## config.mk

```make
export PLATFORM = sky130hd
export DESIGN_NAME = adder_sum_pipe
export DESIGN_NICKNAME = d
export VERILOG_FILES = /design/src/rtl/adder_sum_pipe_pkg.sv /design/src/rtl/adder_sum_pipe_gp_cell.sv /design/src/rtl/adder_sum_pipe.sv
export SDC_FILE = /design/constraint.sdc
export NUM_CORES = 1
export LEC_CHECK = 0
export CAP_MARGIN = 20
export CORE_MARGIN = 2
export CORE_UTILIZATION = 49
export DETAILED_ROUTE_END_ITERATION = 6
export PLACE_DENSITY_LB_ADDON = 0.08
export SLEW_MARGIN = 10
export SYNTH_ARGS = -nofsm -noshare
export SYNTH_HDL_FRONTEND = slang
export SYNTH_SLANG_ARGS = --single-unit
```

## constraint.sdc

```tcl
create_clock -name clk -period 3.04 [get_ports clk]
set_clock_uncertainty 0.05 [all_clocks]
set_input_delay 0.608 -clock clk [delete_from_list [all_inputs] [get_ports clk]]
set_output_delay 0.608 -clock clk [all_outputs]
set_load 0.005 [all_outputs]
```

## src/rtl/adder_sum_pipe_pkg.sv

```systemverilog
// Shared constants and flag payload type for the parallel-prefix adder sum stage.
package adder_sum_pipe_pkg;

  // Datapath width of the adder; the sum stage only supports this value.
  localparam int unsigned LEN_DATA = 32;

  // Default sideband tag width carried alongside each operation.
  localparam int unsigned SIDEBAND_TAG_W = 4;

  // Bit positions of the NZCV flags inside flags_out.
  localparam int unsigned FLAG_N = 3;
  localparam int unsigned FLAG_Z = 2;
  localparam int unsigned FLAG_C = 1;
  localparam int unsigned FLAG_V = 0;

  // NZCV flag bundle; field order matches the FLAG_* bit positions.
  typedef struct packed {
    logic n;
    logic z;
    logic c;
    logic v;
  } flags_t;

endpackage : adder_sum_pipe_pkg

```

## src/rtl/adder_sum_pipe_gp_cell.sv

```systemverilog
// Prefix combine cell: merges a left group (G,P) with the adjacent right group.
module adder_sum_pipe_gp_cell (
  input  logic g_left,
  input  logic p_left,
  input  logic g_right,
  input  logic p_right,
  output logic g_out,
  output logic p_out
);

  // Left group generates, or propagates a generate from the right group.
  assign g_out = g_left | (p_left & g_right);
  assign p_out = p_left & p_right;

endmodule : adder_sum_pipe_gp_cell

```

## src/rtl/adder_sum_pipe.sv

```systemverilog
// Final span-16 prefix level plus carry-in fold, sum and NZCV flags.
// Two registered stages with a valid/ready handshake toward execute.
module adder_sum_pipe
  import adder_sum_pipe_pkg::*;
#(
  parameter int unsigned WIDTH = LEN_DATA,
  parameter int unsigned TAG_W = SIDEBAND_TAG_W
) (
  input  logic             clk,
  input  logic             rst,
  input  logic             flush,
  input  logic             in_valid,
  output logic             in_ready,
  input  logic [WIDTH-1:0] generate_in,
  input  logic [WIDTH-1:0] propogate_in,
  input  logic [WIDTH-1:0] half_sum_in,
  input  logic             carry_in,
  input  logic [TAG_W-1:0] tag_in,
  output logic             out_valid,
  input  logic             out_ready,
  output logic [WIDTH-1:0] sum_out,
  output logic [3:0]       flags_out,
  output logic [TAG_W-1:0] tag_out
);

  localparam int unsigned HALF = WIDTH / 2;

  // The prefix tree upstream is built for a 32-bit datapath only.
  if (WIDTH != 32) begin : g_width_check
    $error("adder_sum_pipe: WIDTH must be 32");
  end

  // Handshake and stage control
  logic v1;
  logic v2;
  logic adv1;
  logic accept;
  logic load2;

  // Stage A contents
  logic [WIDTH-1:0] g1;
  logic [WIDTH-1:0] p1;
  logic [WIDTH-1:0] hs1;
  logic             cin1;
  logic [TAG_W-1:0] tag1;

  // Span-16 combine results and stage B combinational results
  logic [WIDTH-1:0] g_comb;
  logic [WIDTH-1:0] p_comb;
  logic [WIDTH:0]   carry;
  logic [WIDTH-1:0] sum_c;
  flags_t           flags_c;

  // Stage B advances when it is empty or being drained; stage A follows.
  assign adv1     = !v2 || out_ready;
  assign in_ready = !v1 || adv1;
  assign accept   = in_valid && in_ready && !flush;
  assign load2    = v1 && adv1 && !flush;
  assign out_valid = v2;

  // Lower half already spans down to bit 0 and passes straight through.
  assign g_comb[HALF-1:0] = generate_in[HALF-1:0];
  assign p_comb[HALF-1:0] = propogate_in[HALF-1:0];

  // Upper half merges with the full lower-half group at bit HALF-1.
  for (genvar i = HALF; i < WIDTH; i++) begin : g_span16
    adder_sum_pipe_gp_cell u_gp_cell (
      .g_left  (generate_in[i]),
      .p_left  (propogate_in[i]),
      .g_right (generate_in[HALF-1]),
      .p_right (propogate_in[HALF-1]),
      .g_out   (g_comb[i]),
      .p_out   (p_comb[i])
    );
  end

  // Fold carry-in into the full-span prefix to get every bit's carry, then sum and flags.
  always_comb begin
    carry     = {g1 | (p1 & {WIDTH{cin1}}), cin1};
    sum_c     = hs1 ^ carry[WIDTH-1:0];
    flags_c   = '0;
    flags_c.n = sum_c[WIDTH-1];
    flags_c.z = (sum_c == '0);
    flags_c.c = carry[WIDTH];
    flags_c.v = carry[WIDTH] ^ carry[WIDTH-1];
  end

  // Stage A register: captures combined G/P and sideband on an input accept.
  always_ff @(posedge clk) begin
    if (rst) begin
      v1   <= 1'b0;
      g1   <= '0;
      p1   <= '0;
      hs1  <= '0;
      cin1 <= 1'b0;
      tag1 <= '0;
    end else begin
      if (flush) begin
        v1 <= 1'b0;
      end else if (accept) begin
        v1 <= 1'b1;
      end else if (load2) begin
        v1 <= 1'b0;
      end
      if (accept) begin
        g1   <= g_comb;
        p1   <= p_comb;
        hs1  <= half_sum_in;
        cin1 <= carry_in;
        tag1 <= tag_in;
      end
    end
  end

  // Stage B register: holds the result stable until the consumer takes it.
  always_ff @(posedge clk) begin
    if (rst) begin
      v2        <= 1'b0;
      sum_out   <= '0;
      flags_out <= '0;
      tag_out   <= '0;
    end else begin
      if (flush) begin
        v2 <= 1'b0;
      end else if (load2) begin
        v2 <= 1'b1;
      end else if (out_ready) begin
        v2 <= 1'b0;
      end
      if (load2) begin
        sum_out   <= sum_c;
        flags_out <= flags_c;
        tag_out   <= tag1;
      end
    end
  end

endmodule : adder_sum_pipe
```

Word level (Yosys, flattened, before mapping)
Cells that the tools add are included.
{"block": "word_totals", "elab_cells": 79, "regBits": 143, "inputBits": 106, "out_inout_bits": 42}
{"block": "op_classes", "mux": 4, "bitwise_logic": 52, "n_reduce_logical": 13}
{"cell": "1-bit AND", "count": 32}
{"cell": "32-bit AND", "count": 1}
{"cell": "32-bit zero test", "count": 1}
{"cell": "32-bit OR", "count": 1}
{"cell": "32-bit XOR", "count": 1}
{"cell": "1-bit OR", "count": 16}
{"cell": "1-bit logical AND", "count": 4}
{"cell": "1-bit 2-to-1 mux", "count": 4}
{"cell": "2-bit nonzero test", "count": 2}
{"cell": "1-bit zero test", "count": 3}
{"cell": "1-bit logical OR", "count": 2}
{"cell": "2-bit OR reduction", "count": 1}
{"cell": "1-bit XOR", "count": 1}

Logic depth before layout (Yosys ltp)
{"block": "logic_depth", "word_depth": 6, "depth_mapped": 8, "ltp_nobuf": 6}

By module
A second synthesis with hierarchy kept.
{"block": "hier_totals", "hier_cells": 734, "hier_area_um2": 5726.7}
{"mod": "adder_sum_pipe", "n_inst": 1, "area_each_um2": 5486.5, "seq_area_each_um2": 2842.7, "cells_per_inst": 702}
{"mod": "adder_sum_pipe_gp_cell", "n_inst": 16, "area_each_um2": 15.0, "seq_area_each_um2": 0.0, "cells_per_inst": 2}

Least setup slack after synthesis
No wires, ideal clock.
{"block": "synth_timing", "kind": "input to register", "from": "in out_ready", "to": "reg flags_out[2]", "path_stages": 6, "path_slack_ps": 970, "t_arrival_ps": 1950, "setup_ps": 70, "n_path_buf": 0, "required_ps": 2920, "path_cell_list": "nor2b_1 nor3b_1 nand2_1 or4_1 or4_1 a21oi_1"}
{"block": "synth_via", "elab_chain_cells": 3}
{"item": "start: declaration", "line_no": "adder_sum_pipe.sv:20", "text": "input logic out_ready,"}
{"item": "1-bit logical OR", "line_no": "adder_sum_pipe.sv:55", "text": "assign adv1 = !v2 || out_ready;"}
{"item": "1-bit logical AND (2 in series)", "line_no": "adder_sum_pipe.sv:58", "text": "assign load2 = v1 && adv1 && !flush;"}
{"item": "end signal: assignment", "line_no": "adder_sum_pipe.sv:132", "text": "flags_out <= flags_c;"}
{"item": "end: declaration", "line_no": "adder_sum_pipe.sv:22", "text": "output logic [3:0] flags_out,"}
No other way between the ends.
A chain may end at the register's enable or synchronous reset.

Worst setup path after layout
{"block": "layout_timing", "from": "in out_ready", "to": "out in_ready"}
{"block": "layout_via", "elab_chain_cells": 2}
{"item": "1-bit logical OR", "line_no": "adder_sum_pipe.sv:55"}
{"item": "1-bit logical OR", "line_no": "adder_sum_pipe.sv:56", "text": "assign in_ready = !v1 || adv1;"}
{"item": "end: declaration", "line_no": "adder_sum_pipe.sv:13", "text": "output logic in_ready,"}
No other way between the ends.

==> summary.txt <==
Synthesis
  • Synthesized flop and latch total: 142
  • Most frequent cell after synthesis: nand2_1
  • Mapped Area: 5540 um2
  • Ys flop type: dfxtp_1
  • Syn Nets: 812
  • Proportion of netlist area held by the largest area contributor: 51.3%
  • Main area contributors after synthesis: dfxtp_1 51%, nand2_1 16%, a21oi_1 13%, xnor2_1 5.1%, clkbuf_1 3.1%
  • Avg Inst Size Synth: 7.85 um2
  • Ys Warns: 0
  • Synthesized instance count: 706
  • Post-synth cell types: 25
  • Top cells by count, synth: 232 x nand2_1, 146 x a21oi_1, 142 x dfxtp_1
  • Number of synthesized flops with an enable pin: 0
  • Seq/Total Area, Yosys: 51.3%
  • Async SR Flop Fraction: 0%
  • Leading area contributor after synthesis: dfxtp_1

GRT
  • Largest net degree at the start of global routing: 102
  • GR Util All Layers: 24.5%
  • Vias in the first global route: 4,932
  • GRT overflow: 0
  • Initial antenna violation count: 0
  • First-pass GRT wire length: 23,000 um

Timing
  • Final Max Slew Viols: 0
  • Slew headroom: 48.3%
  • Fin Setup TNS: 0 ns
  • Worst Tran Pin Value: 0.773 ns
  • Final Hold Viols: 0
  • RSZ-0062 raised after global routing: no
  • Period utilization: 82.5%
  • Peak Freq: 399 MHz
  • Count of final setup violators: 0
  • Final Critical Period: 2.51 ns
  • Final setup margin: 0.533 ns

Clock tree
  • Post-CTS setup buffer count: 0
  • CTS Buf Count: 17
  • Post-CTS Resized: 0
  • Root Buffer: clkbuf_16
  • Worst skew pair latency: 0.41 ns
  • Hold_buf cts: 0
  • CTS sink count: 142
  • CTS tree: done
  • # H-tree levels: 4
  • CTS Buffer Depth: 2
  • Clock Pin Slew Worst Setup and Hold Paths: 0.06 ns

Drt
  • DR DRC count: 0
  • Post-DRT Antenna Nets: 0
  • DR vias/cell: 5.27
  • Starting DRC count in detailed routing: 306
  • WL/cell: 14.8 um
  • Drt total wl: 14,500 um
  • DR pass1 iterations: 5
  • Vias: 5,169

Power and ir drop
  • Switch share: 22.0%
  • VDD IR max: 0.000465 V
  • Pleak: 2.64 nW
  • Pwr Density: 595 nW/um2
  • Seq pwr share: 43.0%
  • Clock power frac: 47.1%
  • P_int: 3.57 mW
  • Gate power share: 9.9%
  • Psw: 1.01 mW

Floorplan
  • Core ar.: 10,900 um2
  • Die Y: 110 um
  • Row cnt: 38
  • Die area: 12,200 um2
  • I/O pin cnt: 148
  • Die W: 110 um
  • Starting Density: 50.7%

Setup path
  • Worst EP required: 2.38 ns
  • Slowest stage cell on the critical path: clkdlybuf4s50_1
  • Critical Path Start Type: input port
  • Critical path arrival: 1.85 ns
  • Crit path cell chain: clkdlybuf4s50_1, nor2b_1, nand2_1, clkdlybuf4s50_1
  • CP delay by family, top: buffers and inverters
  • Crit Path Max Fanout: 4
  • Crit path buf inv count: 2
  • Crit path top cell by count: clkdlybuf4s50_1
  • CP max stage delay: 0.46 ns
  • Crit. End Element: output pin
  • Critical Setup Path Class: input port to output pin

Finish
  • Area Overhead vs Synth: 39.1%
  • Diode count: 0
  • Non-Filler Instances: 980
  • Design Area, Final: 7700 um2
  • Layout cells sized above 1: 6.31%
  • NumNets Final: 934

Placed design
  • Input/output buffers: 147
  • DP Worst Slack: 0.485 ns
  • Placed Area: 7080 um2
  • Placed Cells: 949
  • DP Wirelength: 9550 um
  • GP Congestion: 0.776

Status
  • Status: finished clean

Job
  • Max Cap Viol: 0

Worst hold path
  • Worst Hold Class: flip-flop to flip-flop
==> state kept, by name, summed over array words and instances, names as in the netlist <==
name / count
cin1: 1
flags_out: 3
g1: 32
hs1: 32
out_valid: 1
p1: 32
sum_out: 32
tag1: 4
tag_out: 4
v1: 1
==> metrics by stage <==
stage,power (mW),utilization [%],hold slack (ns)
detailed placement,2.46,64.7,0.395
finish,4.59,70.4,0.402
global placement,2.45,64.7,0.386
CTS,4.62,70.4,0.403
global route,4.75,70.4,0.424
floorplan,2.24,-,0.382
==> power groups by stage <==
stage | logic (mW) | registers (mW) | clock network, mW
6_report | 0.454 | 1.97 | 2.16
5_1_grt | 0.496 | 1.98 | 2.28
4_1_cts | 0.456 | 1.97 | 2.19
3_5_place_dp | 0.452 | 2.01 | 0
3_3_place_gp | 0.445 | 2.01 | 0
2_1_floorplan | 0.233 | 2.00 | 0
==> cell type report <==
cell class	instances	area (um2)
fill	907	3230
timing repair buffer	158	1590
clock buffer	21	460
sequential	142	2840
clock inverter	10	163
multi-input combinational	509	2470
tap	140	175
==> cells in the final DEF, fill, tap and decap left out, types with 3 or more instances in the layout <==
cell / n
dfxtp_1: 141
a21oi_2: 8
or4_1: 3
clkdlybuf4s50_1: 146
a211oi_1: 17
nand3_1: 16
nand2_1: 232
clkbuf_16: 17
bufinv_16: 4
xnor2_1: 32
nor4_1: 6
nor2_1: 19
nor3_1: 20
a21oi_1: 146
buf_4: 9
buf_12: 3
==> kinds of logic after synthesis <==
group	Yosys count	share of synthesized area (%)
buffers and inverters	55	4.22
flip-flops	142	51.3
AO/OA/AOI/OAI	175	17.2
XOR/XNOR	32	5.06
AND/OR/NAND/NOR	302	22.2
==> worst min-delay path: cells and delay by family (launching register included) <==
family / cells / cell delay (ns)
simple gates: 1 / 0.05
flops: 1 / 0.30
compound gates: 1 / 0.05
==> layer usage <==
layer  routed length (um)  part of all wire, %  GRT usage [%]  vias up
li1                     -                    -              -     2590
met1                 6260                   43           31.1     2395
met2                 7070                   49           41.7      171
met3                 1020                  7.0           5.70       13
met4                  153                  1.1           6.88        0
met5                    0                    0              0        -
==> worst paths after layout <==
kind	cells past startpoint	endpoint	slack, ns	from
worst max-delay path	4	in_ready	0.53	out_ready
worst min-delay path	2	sum_out[10]	0.40	sum_out[10]
worst max register to register	7	flags_out[2]	0.73	cin1
worst min register to register	2	sum_out[10]	0.40	sum_out[10]
Power figures use the tool's default switching activity.
==> RTL change 1: new RTL, same settings <==
Set the package constant `SIDEBAND_TAG_W` to 3 (it was 4).
--- a/src/rtl/adder_sum_pipe_pkg.sv
+++ b/src/rtl/adder_sum_pipe_pkg.sv
@@ -6,5 +6,5 @@
 
   // Default sideband tag width carried alongside each operation.
-  localparam int unsigned SIDEBAND_TAG_W = 4;
+  localparam int unsigned SIDEBAND_TAG_W = 3;
 
   // Bit positions of the NZCV flags inside flags_out.
Ports: changed (resized tag_in and tag_out); port bits go from 148 to 146. No check against the original RTL was run, so the function may have changed too.
==> RTL change 1 against the unedited design <==
Design area decreased by 2.4%; highest routed layer unchanged; critical endpoint unchanged; count of clock-buffer cells in the layout decreased by 4; total power decreased by 5.5%; sequential cell count decreased by 2; area after synthesis decreased by 1.0%; wire length decreased by 2.3%; critical path depth unchanged; setup slack got worse by 0.031 ns.
==> RTL change 1: results (changes against the unedited design) <==
- TritonCTS Buffers: 17 (unchanged)
- Met3 usage: 0.0628 (was 0.0570)
- Final Wtd Congestion: 0.837 (was 0.776)
- Global-route wire length before repair: 22.3 mm (was 23.0 mm)
- # port buffers: 145 (was 147)
- Hold path depth: 2 (unchanged)
- Vias in the first global route: 4806 (was 4932)
- Top post-synthesis cells by area: dfxtp_1 51%, nand2_1 16%, a21oi_1 13%, xnor2_1 5.1%, clkbuf_1 3.1% (unchanged)
- Distinct cells, synth: 26 (was 25)
- Status: completed (unchanged)
- Tot GR Track Use: 0.239 (was 0.245)
- Pin count of the biggest net entering global routing: 101 (was 102)
- H-tree levels: 4 (unchanged)
- Synth top area share: 0.511 (was 0.513)
- Vias/cell: 5.23 (was 5.27)
- Slew @ Worst Pin: 0.848 ns (was 0.773 ns)
- Sequential cells: 140 (was 142)
- Ys Warns: 0 (unchanged)
- Root Driver: clkbuf_8 (was clkbuf_16)
- # fillers: 930 (was 907)
- Signal buf overhead: 0.204 (was 0.206)
- Peak VDD IR: 0.324 mV (was 0.465 mV)
- Synth Area per Inst: 7.85 um2 (about the same)
- Via Count: 5061 (was 5169)
- Iter 0 DRT Violations: 290 (was 306)
- Critical Path Source: out_ready (unchanged)
- Skew-Pair Late Insertion Delay: 0.53 ns (was 0.41 ns)
- Share of layout cells above drive strength 1: 0.0629 (was 0.0631)
- Multi-input gate count: 503 (was 509)
- Initial antenna violation count: 0 (unchanged)
- Sequential cell area: 2800 um2 (was 2840 um2)
- Worst Hold Class: flip-flop to flip-flop (unchanged)
- Non-clock buffer count: 153 (was 158)
- CTS resizes: 0 (unchanged)
- Arr. time, crit path: 1.88 ns (was 1.85 ns)
- Reg2Reg Setup Slack: 0.60 ns (was 0.73 ns)
- Largest fanout on the critical path: 4 (unchanged)
- Layout Nets: 920 (was 934)
- Post-DR wirelength/cell: 14.6 um (was 14.8 um)
- Critical path's slowest cell: clkdlybuf4s50_1 (unchanged)
- Asr flop ratio synth: 0 (unchanged)
- Leakage: 2.56 nW (was 2.64 nW)
- Area taken by multi-input logic gates: 2450 um2 (was 2470 um2)
- Max incr delay on CP: 0.48 ns (was 0.46 ns)
- Hold wc startpoint: p1[19] (was sum_out[10])
- Antenna Cells: 0 (unchanged)
- Post-synthesis cell area: 5480 um2 (was 5540 um2)
- Synth Flop Type: dfxtp_1 (unchanged)
- Inst Count DP: 936 (was 949)
- Sequential area share after synthesis: 0.511 (was 0.513)
- DP HPWL: 9.25 mm (was 9.55 mm)
- M2 GR Usage: 0.407 (was 0.417)
- Hold EP: p1[19] (was sum_out[10])
- Worst r2r path cells: 7 (unchanged)
- Mapped Nets: 803 (was 812)
- Post-synth top cells: 228 x nand2_1, 144 x a21oi_1, 140 x dfxtp_1 (was 232 x nand2_1, 146 x a21oi_1, 142 x dfxtp_1)
- Worst-path clk slew: 0.06 ns (about the same)
- Clk cell area share: 0.0745 (was 0.0809)
- First drt pass iteration count: 5 (unchanged)
- Global Route met1 Usage: 0.290 (was 0.311)
RTL change 1: worst max path at each step:
| stage | to | slack, ns | depth (start not counted) |
|---|---|---|---|
| after floorplan | flags_out[2] | 1.03 | 6 |
| after global placement | flags_out[2] | 0.47 | 6 |
| after detailed placement | flags_out[2] | 0.44 | 6 |
| after CTS | in_ready | 0.50 | 4 |
| after global routing | flags_out[2] | 0.36 | 7 |
| final | in_ready | 0.50 | 4 |
RTL change 1: metal layers:
metal,share of wire,routed length [um]
met1,0.43,6020
met2,0.49,7000
met3,0.069,979
met4,0.011,154
met5,0,0
RTL change 1: cells by family after synthesis:
| group | synth area share |
|---|---|
| buf+inv | 0.0443 |
| simple gates | 0.221 |
| flops | 0.511 |
| compound gates | 0.172 |
| xor+xnor | 0.0511 |
RTL change 1: power by group:
group | switching (mW) | total, mW | leakage, nW | internal (mW)
clock network | 0.784 | 1.95 | 0.270 | 1.16
logic | 0.214 | 0.441 | 1.15 | 0.227
registers | 0.0436 | 1.95 | 1.14 | 1.90
total | 1.04 | 4.33 | 2.56 | 3.29
RTL change 1: worst max-delay path: cells and delay by family:
family | cells | cell delay [ns]
buffers and inverters | 2 | 0.88
and+or+nand+nor | 2 | 0.40
RTL change 1: metrics by stage:
| stage | power (mW) | area [um2] | hold slack (ns) | worst slack (ns) | utilization |
|---|---|---|---|---|---|
| after floorplan | 2.21 | 5480 | 0.382 | 1.03 | - |
| after global placement | 2.42 | 6960 | 0.389 | 0.470 | 0.639 |
| after detailed placement | 2.42 | 6960 | 0.395 | 0.440 | 0.639 |
| after CTS | 4.36 | 7520 | 0.405 | 0.497 | 0.691 |
| after global routing | 4.48 | 7520 | 0.426 | 0.358 | 0.691 |
| final | 4.33 | 7520 | 0.403 | 0.502 | 0.691 |
==> RTL change 2: new RTL, config.mk and constraints unchanged <==
Made on the original files. Make the reset (`rst`) asynchronous in 2 clocked blocks.
--- a/src/rtl/adder_sum_pipe.sv
+++ b/src/rtl/adder_sum_pipe.sv
@@ -87,5 +87,5 @@
 
   // Stage A register: captures combined G/P and sideband on an input accept.
-  always_ff @(posedge clk) begin
+  always_ff @(posedge clk or posedge rst) begin
     if (rst) begin
       v1   <= 1'b0;
@@ -114,5 +114,5 @@
 
   // Stage B register: holds the result stable until the consumer takes it.
-  always_ff @(posedge clk) begin
+  always_ff @(posedge clk or posedge rst) begin
     if (rst) begin
       v2        <= 1'b0;
Function: differs if rst is asserted again (counterexample within 4 cycles, from zero or initial values and one cycle with rst high); with rst held inactive, the same outputs for 10 cycles.
==> RTL change 2 against the unedited design <==
Area after synthesis grew 8.0%; wire length shrank 6.7%; non-clock buffer count is the same; design area grew 5.9%; setup slack lost 0.12 ns; sequential cell count is the same; largest cell class unchanged; highest routed layer unchanged.
Power is not compared: it rests on default switching activity, and its combinational part moved more than twofold at a synthesized area within 25%.
==> RTL change 2: results (changes against the unedited design) <==
- Status: completed (unchanged)
- Initial antenna violation count: 0 (unchanged)
- Pin count of the biggest net entering global routing: 82 (was 102)
- Top post-synthesis cells by area: dfrtp_1 59%, nand2_1 10%, mux2_2 7.5%, mux2_1 5.5%, xnor2_1 4.7% (was dfxtp_1 51%, nand2_1 16%, a21oi_1 13%, xnor2_1 5.1%, clkbuf_1 3.1%)
- Vias in the first global route: 4370 (was 4932)
- Final Wtd Congestion: 0.788 (was 0.776)
- Post-synth top cells: 162 x nand2_1, 142 x dfrtp_1, 40 x a21oi_1, 40 x mux2_2, 32 x xnor2_1 (was 232 x nand2_1, 146 x a21oi_1, 142 x dfxtp_1)
- Largest fanout on the critical path: 5 (was 4)
- Via Count: 4308 (was 5169)
- Ys Warns: 0 (unchanged)
- Distinct cells, synth: 28 (was 25)
- Met3 usage: 0.0619 (was 0.0570)
- Iter 0 DRT Violations: 300 (was 306)
- TritonCTS Buffers: 17 (unchanged)
- Slew @ Worst Pin: 0.709 ns (was 0.773 ns)
- First drt pass iteration count: 4 (was 5)
- Asr flop ratio synth: 1.00 (was 0)
- Routed WL: 13.5 mm (was 14.5 mm)
- DP HPWL: 9.76 mm (was 9.55 mm)
- Share of layout cells above drive strength 1: 0.129 (was 0.0631)
- Worst r2r path cells: 6 (was 7)
- M2 GR Usage: 0.338 (was 0.417)
- Sequential area share after synthesis: 0.594 (was 0.513)
- Global-route wire length before repair: 21.8 mm (was 23.0 mm)
- Mapped Nets: 647 (was 812)
- Tot GR Track Use: 0.221 (was 0.245)
- Layout Nets: 793 (was 934)
- Global Route met1 Usage: 0.306 (was 0.311)
- Synth Flop Type: dfrtp_1 (was dfxtp_1)
- H-tree levels: 4 (unchanged)
-- RTL change 2: area by class of cell --
cell class	count	area [um2]	share of cell area
Clock inverter	6	32.5	0.00399
Inverter	1	7.51	0.000920
Timing Repair Buffer	158	1600	0.197
Clock buffer	26	509	0.0624
Multi-Input combinational cell	367	2270	0.278
Tap cell	147	184	0.0225
Sequential cell	142	3550	0.436
-- RTL change 2: power groups by stage --
stage               Clock, mW  Sequential (mW)  Combinational [mW]
CTS                      1.92             2.44                1.26
global placement            0             2.45                1.22
finish                   1.88             2.44                1.24
detailed placement          0             2.47                1.25
global route             2.01             2.48                1.37
floorplan                   0             2.44               0.607
-- RTL change 2: cells by family after synthesis --
family | after synthesis | synth area share
AND/OR/NAND/NOR | 180 | 0.121
AO/OA/AOI/OAI | 86 | 0.0805
XOR/XNOR | 32 | 0.0468
flip-flops | 142 | 0.594
multiplexers | 69 | 0.130
buffers and inverters | 32 | 0.0284
-- RTL change 2: per-layer routing --
metal / wire length [um] / share of wire / up-vias
met5: 0 / 0 / -
met4: 147 / 0.011 / 0
met3: 738 / 0.055 / 13
met1: 6290 / 0.46 / 2067
li1: - / - / 2097
met2: 6350 / 0.47 / 131
-- RTL change 2: worst paths after layout --
kind                            startpoint      endpoint  slack [ns]
worst max-delay path             out_ready      in_ready        0.42
worst min register to register     tag1[3]    tag_out[3]        0.42
max in group asynchronous              rst        p1[26]        1.56
worst max register to register        cin1  flags_out[2]        0.98
worst min-delay path               tag1[3]    tag_out[3]        0.42
min in group asynchronous              rst       tag1[2]        0.62
-- RTL change 2: metrics by stage --
stage	cell area (um2)	util	worst slack, ns	std cells
detailed placement	7620	0.637	0.391	815
global placement	7620	0.637	0.463	815
finish	8160	0.682	0.416	847
global route	8160	0.682	0.302	847
floorplan	5990	-	0.605	541
CTS	8160	0.682	0.412	847
-- RTL change 2: critical path, stage by stage --
cell and delay [ns]:
clkdlybuf4s50_1 0.40, nor2b_1 0.35, nand2_1 0.15, clkdlybuf4s50_1 0.47
